[src/rtl/wb_pkg.sv]
// Shared Wishbone types for the two-master arbiter.
//   arb_state_t : arbiter FSM encoding (also exported on the debug port)
//   wb_req_t    : one master's request bundle {addr, dat, sel, cyc, stb, we}
//   WB_AW/WB_DW : address and data widths; WB_SW is the byte-select width
package wb_pkg;

  localparam int WB_AW = 32;
  localparam int WB_DW = 32;
  localparam int WB_SW = WB_DW / 8;

  typedef enum logic [1:0] {
    IDLE  = 2'd0,
    GNT0  = 2'd1,
    GNT1  = 2'd2,
    ABORT = 2'd3
  } arb_state_t;

  typedef struct packed {
    logic [WB_AW-1:0] addr;
    logic [WB_DW-1:0] dat;
    logic [WB_SW-1:0] sel;
    logic             cyc;
    logic             stb;
    logic             we;
  } wb_req_t;

endpackage

[src/rtl/wb_watchdog.sv]
// Bus watchdog: counts consecutive stalled strobe cycles.
//   clk_i, rst_i : clock, synchronous active-high reset
//   run          : a strobe is outstanding this cycle without ack
//   clear        : restart the count (ack seen, strobe low, or no grant)
//   expired      : count has reached TIMEOUT-1; the current stalled cycle is the last one
// The count saturates at the terminal value, so it can never wrap.
module wb_watchdog #(
  parameter int TIMEOUT = 255
) (
  input  logic clk_i,
  input  logic rst_i,
  input  logic run,
  input  logic clear,
  output logic expired
);

  localparam int              CW   = $clog2(TIMEOUT + 1);
  localparam logic [CW-1:0]   TERM = CW'(TIMEOUT - 1);

  logic [CW-1:0] count;

  always_ff @(posedge clk_i) begin
    if (rst_i || clear) begin
      count <= '0;
    end else if (run && (count != TERM)) begin
      count <= count + 1'b1;
    end
  end

  // Registered terminal flag: keeps the err/stb-kill path free of any
  // combinational dependence on s_ack_i (the slave may ack combinationally).
  assign expired = (count == TERM);

endmodule

[src/rtl/wb_arbiter2.sv]
// Two-master to one-slave Wishbone classic arbiter, round-robin, grant held for
// the whole bus cycle, with a stall watchdog that ends hung cycles with err.
//   clk_i, rst_i            : clock, synchronous active-high reset
//   m{0,1}_*_i              : master requests (addr, dat, sel, cyc, stb, we)
//   m{0,1}_dat_o            : read data, s_dat_i broadcast to both masters
//   m{0,1}_ack_o/err_o      : termination, only to the granted master
//   s_*_o                   : request to the slave
//   s_dat_i, s_ack_i        : slave read data and ack (ack may be combinational)
//   dbg_state               : current arbiter state
//
// Handshake: a transfer is offered while cyc&stb are high on s_*; it completes in
// the cycle s_ack_i is high (that is the only "ready"), and the master may change
// its request only after the clock edge that ends that cycle. err replaces ack
// when the watchdog fires; the two are never high together.
module wb_arbiter2
  import wb_pkg::*;
#(
  parameter int TIMEOUT = 255
) (
  input  logic             clk_i,
  input  logic             rst_i,
  input  logic [WB_AW-1:0] m0_addr_i,
  input  logic [WB_DW-1:0] m0_dat_i,
  input  logic [WB_SW-1:0] m0_sel_i,
  input  logic             m0_cyc_i,
  input  logic             m0_stb_i,
  input  logic             m0_we_i,
  output logic [WB_DW-1:0] m0_dat_o,
  output logic             m0_ack_o,
  output logic             m0_err_o,
  input  logic [WB_AW-1:0] m1_addr_i,
  input  logic [WB_DW-1:0] m1_dat_i,
  input  logic [WB_SW-1:0] m1_sel_i,
  input  logic             m1_cyc_i,
  input  logic             m1_stb_i,
  input  logic             m1_we_i,
  output logic [WB_DW-1:0] m1_dat_o,
  output logic             m1_ack_o,
  output logic             m1_err_o,
  output logic [WB_AW-1:0] s_addr_o,
  output logic [WB_DW-1:0] s_dat_o,
  output logic [WB_SW-1:0] s_sel_o,
  output logic             s_cyc_o,
  output logic             s_stb_o,
  output logic             s_we_o,
  input  logic [WB_DW-1:0] s_dat_i,
  input  logic             s_ack_i,
  output arb_state_t       dbg_state
);

  arb_state_t state, state_nxt;
  logic       last_grant, last_grant_nxt;

  wb_req_t m0_req, m1_req, sel_req;
  logic    granted, owner, stb_raw, expired, err, wd_run, wd_clear;

  assign m0_req = {m0_addr_i, m0_dat_i, m0_sel_i, m0_cyc_i, m0_stb_i, m0_we_i};
  assign m1_req = {m1_addr_i, m1_dat_i, m1_sel_i, m1_cyc_i, m1_stb_i, m1_we_i};

  assign granted = (state == GNT0) || (state == GNT1);
  assign owner   = (state == GNT1);
  assign sel_req = granted ? (owner ? m1_req : m0_req) : '0;

  // Request -> slave path only exists through the registered grant state.
  assign stb_raw  = sel_req.cyc & sel_req.stb;
  assign err      = stb_raw & expired & ~rst_i;

  assign s_addr_o = sel_req.addr;
  assign s_dat_o  = sel_req.dat;
  assign s_sel_o  = sel_req.sel;
  assign s_we_o   = sel_req.we;
  // Reset kills the bus in the same cycle so no late ack can complete.
  assign s_cyc_o  = sel_req.cyc & ~rst_i;
  assign s_stb_o  = stb_raw & ~expired & ~rst_i;

  assign m0_ack_o = (state == GNT0) & s_ack_i & s_stb_o;
  assign m1_ack_o = (state == GNT1) & s_ack_i & s_stb_o;
  assign m0_err_o = (state == GNT0) & err;
  assign m1_err_o = (state == GNT1) & err;

  assign m0_dat_o = s_dat_i;
  assign m1_dat_o = s_dat_i;

  assign dbg_state = state;

  // On the expiry cycle s_stb_o is already forced low, so run drops and the
  // counter clears on its own; ABORT/IDLE also keep it cleared.
  assign wd_run   = s_stb_o & ~s_ack_i;
  assign wd_clear = ~wd_run;

  wb_watchdog #(
    .TIMEOUT(TIMEOUT)
  ) u_wdog (
    .clk_i  (clk_i),
    .rst_i  (rst_i),
    .run    (wd_run),
    .clear  (wd_clear),
    .expired(expired)
  );

  always_ff @(posedge clk_i) begin
    if (rst_i) begin
      state      <= IDLE;
      last_grant <= 1'b1;
    end else begin
      state      <= state_nxt;
      last_grant <= last_grant_nxt;
    end
  end

  // last_grant is recorded when the grant is issued. IDLE is only re-entered
  // after that master releases, so arbitration sees the same value as if it
  // were recorded on release, and ABORT can use it to know whose cyc to watch.
  always_comb begin
    state_nxt      = state;
    last_grant_nxt = last_grant;
    unique case (state)
      IDLE: begin
        if (m0_cyc_i && (!m1_cyc_i || last_grant)) begin
          state_nxt      = GNT0;
          last_grant_nxt = 1'b0;
        end else if (m1_cyc_i) begin
          state_nxt      = GNT1;
          last_grant_nxt = 1'b1;
        end
      end
      GNT0, GNT1: begin
        if (err) begin
          state_nxt = ABORT;
        end else if (!sel_req.cyc) begin
          state_nxt = IDLE;
        end
      end
      ABORT: begin
        if (!(last_grant ? m1_cyc_i : m0_cyc_i)) begin
          state_nxt = IDLE;
        end
      end
      default: state_nxt = IDLE;
    endcase
  end

endmodule

[config.mk]
export PLATFORM = sky130hd
export DESIGN_NAME = wb_arbiter2
export DESIGN_NICKNAME = d
export VERILOG_FILES = /design/src/rtl/wb_pkg.sv /design/src/rtl/wb_watchdog.sv /design/src/rtl/wb_arbiter2.sv
export SDC_FILE = /design/constraint.sdc
export NUM_CORES = 1
export LEC_CHECK = 0
export ABC_AREA = 1
export CAP_MARGIN = 20
export CORE_AREA = 3 3 122 124
export CTS_CLUSTER_DIAMETER = 30
export DETAILED_ROUTE_END_ITERATION = 6
export DIE_AREA = 0 0 125 127
export GPL_TIMING_DRIVEN = 0
export PLACE_DENSITY = 0.58
export SYNTH_ARGS = -nofsm -noshare
export SYNTH_HDL_FRONTEND = slang
export SYNTH_SLANG_ARGS = --single-unit
[constraint.sdc]
create_clock -name clk_i -period 2.01 [get_ports clk_i]
set_input_delay 0.402 -clock clk_i [delete_from_list [all_inputs] [get_ports clk_i]]
set_output_delay 0.402 -clock clk_i [all_outputs]
set_load 0.01 [all_outputs]
==> metrics.md <==
| Metric | Value |
|---|---|
| Tot Pwr | 6.44 mW |
| HP Start | u_wdog.count[0] |
| DP HPWL | 11000 um |
| Slowest-stage cell, CP | dfxtp_4 |
| Pre-CTS worst setup slack | -1.16 ns |
| CTS hold repair buffers | 0 |
| Vias in the first global route | 3663 |
| Yosys reg bits | 11 |
| Pre-antenna DRT Iters | 4 |
| Fin crit period | 2.12 ns |
| Worst setup EP type | primary output |
| CTS Buf Count | 3 |
| Routed wire per std cell | 14.8 um |
| Starting Density | 15.7% |
| Unrepaired setup endpoints after global routing | true |
| Slack of the critical path | -0.108 ns |
| Clk sinks | 11 |
| WP data required | 1.61 ns |
| Drc violations | 0 |
| Total of max-cap violations | 0 |
| Critical path cell sequence | inv_4 -> ha_4 -> clkbuf_8 -> buf_6 -> o21ai_1 -> nor2_1 -> buf_2 |
| Drt initial violations | 94 |
| Area growth, synth to finish | 153% |
| First-pass GRT wire length | 19400 um |
| Crit path launch type | register |
| Max Fclk | 472 MHz |
| Outcome | finished, violations left |
| Nets | 888 |
| Met3 wire length | 1270 um |
| Met1 WL | 4730 um |
| Vias | 3634 |
| Syn. warnings | 0 |
| PwrDens | 1170 mW/mm^2 |
| Post-Syn Instances | 396 |
| DP Cell Count | 861 |
| Worst r2r src | dbg_state[1] |
| Mean Syn Cell Area | 5.49 um^2 |
| Failing checks | setup timing |
| Peak supply drop | 0.520 mV |
| Die W | 125 um |
| Initial antenna violation count | 1 |
| # port buffers | 285 |
| Crit path from | dbg_state[1] |
| Post-route cell area | 0.00552 mm^2 |
| Mapped cell area | 0.00218 mm^2 |
| Via/cell ratio | 4.11 |
| Proportion of netlist area held by the largest area contributor | 26.2% |
| Reg2Reg Depth | 12 |
| Clock skew | 0.00430 ns |
| TritonCTS clock tree | done |
| Core ar. | 0.0139 mm^2 |
| Clk Latency, worst-skew pair | 0.24 ns |
| Largest net degree at the start of global routing | 11 |
| Yosys top cell by area | nor2_1 |
| DP Area | 0.00525 mm^2 |
| Final cycle utilization of the critical path | 105% |
| H-tree depth | 1 |
| Layout cell share with drive strength beyond 1 | 31.4% |
| Worst-case clock buffer depth | 2 |
| Drt total wl | 13100 um |
| GR Overflow Total | 0 |
| Synth area leaders | nor2_1 26%, buf_4 22%, o21ai_0 16% |
| Root buffer cell | clkbuf_16 |
| Headroom to the max-slew limit | 80.7% |
| Post-route ant nets | 0 |
| Gpl congestion | 0.875 |
| Sequential share of the synthesized area | 10.1% |
| Critical path arrival | 1.72 ns |
| Syn nets | 580 |
| DIE AREA | 0.0159 mm^2 |
| WL met2 | 6910 um |
| Setup Crit Path Kind | reg -> out |
| Post-synthesis cell type count | 29 |
| Fin. max-slew vios | 0 |
| WHS Path Cells | 1 |
| Critical Path Max Stage Delay | 0.39 ns |
| Die Height | 127 um |
| Post-route insts no fill | 884 |
| Total GRT Usage | 15.1% |
| Std cell rows | 43 |
| Worst-Margin Slew | 0.289 ns |
| Clk slew on worst S/H paths | 0.04 ns |
| I/O Pins | 318 |
| Largest fanout on the critical path | 8 |
| Final setup viols | 21 |
| DR top layer | met4 |
| Final hold vios | 0 |
| HP Class | reg -> reg |
| Static leakage | 2.57 nW |
final timing paths:
check | slack [ns] | to
worst max-delay path | -0.11 | s_addr_o[28]
worst min-delay path | 0.46 | u_wdog.count[0]
worst max register to register | 0.29 | dbg_state[1]
worst min register to register | 0.46 | u_wdog.count[0]
cell type report:
cell class	instances	area [um^2]
clock buffers	4	78.8
fillers	1447	8370
plain buffers	84	736
flip-flops and latches	11	228
well taps	180	225
diodes	1	2.50
repair buffers	305	2710
multi-input cells	282	1450
inverters	17	91.3
per-layer routing:
| layer | up-vias | track usage (%) |
|---|---|---|
| li1 | 1807 | - |
| met1 | 1603 | 16.1 |
| met2 | 208 | 29.9 |
| met3 | 16 | 3.97 |
| met4 | 0 | 2.74 |
| met5 | - | 0 |
power by group:
group,internal (mW),switching (mW)
registers,0.262,0.0452
logic,2.72,3.05
clock network,0.266,0.0939
total,3.25,3.19
logic make-up (layout without fill, tap and decap cells):
group,Yosys count,in the layout,synth area share (%)
simple gates,192,192,35.9
buf+inv,103,410,29.6
compound gates,82,82,20.0
flops,11,11,10.1
fa+ha+maj,7,7,4.03
xor+xnor,1,1,0.403
other cells,0,1,0
critical path, delay by kind of cell (launching register included):
family / cells / cell delay, ns
DFF: 1 / 0.39
and+or+nand+nor: 1 / 0.18
adders and majority gates: 1 / 0.34
buffers and inverters: 4 / 0.51
AOI/OAI and AO/OA: 1 / 0.06
per-stage QoR:
step	TNS (ns)	util [%]	hold slack (ns)
floorplan	0	-	0.430
global placement	-49.92	37.8	0.444
detailed placement	-54.69	37.8	0.453
CTS	-3.98	40.2	0.463
global route	-4.16	39.7	0.475
finish	-1.01	39.7	0.460
timing repair:
item / CTS / global route
setup endpoints to repair: 75 / 70
buffers inserted: 13 / 4
gates resized for setup: 317 / 104
cloned: 3 / 0
pin swaps: 13 / 12
sequential cells by signal, indices dropped and copies added (netlist names):
signal / cells
dbg_state: 2
u_wdog.count: 8
last_grant: 1
synthesized netlist by cell type:
cell,count
nand2_2,4
o21ai_0,68
o21bai_2,1
nor2_2,1
a21oi_1,3
a22oi_1,1
nor3_1,2
nand3_2,2
inv_1,14
buf_6,2
inv_2,2
nand3_1,7
nor2_4,1
or2_2,1
a21oi_2,3
clkbuf_1,18
buf_1,1
nor2_1,152
buf_2,1
dfxtp_1,11
buf_4,64
o21ai_1,5
ha_1,7
nand2_4,1
xnor2_1,1
nand2_1,20
clkinv_2,1
nor3_2,1
o21ai_2,1
layout by cell type (no fill, tap or decap), types with 3 or more instances in the layout:
| cell | count |
|---|---|
| a21oi_1 | 3 |
| nor2_1 | 146 |
| buf_8 | 4 |
| dfxtp_1 | 9 |
| nor2_2 | 5 |
| nand2_1 | 18 |
| clkbuf_8 | 5 |
| clkbuf_16 | 5 |
| nand3_1 | 7 |
| buf_4 | 78 |
| inv_1 | 12 |
| o21ai_2 | 6 |
| clkdlybuf4s15_2 | 3 |
| buf_6 | 12 |
| clkbuf_4 | 3 |
| clkbuf_2 | 19 |
| ha_1 | 5 |
| buf_2 | 49 |
| nand2_4 | 4 |
| nor2_4 | 3 |
| dlygate4sd2_1 | 5 |
| a21oi_2 | 3 |
| nand2_2 | 3 |
| nor3_2 | 3 |
| o21ai_1 | 31 |
| o21ai_0 | 35 |
| clkdlybuf4s50_1 | 208 |
(Power assumes the default switching activity.)
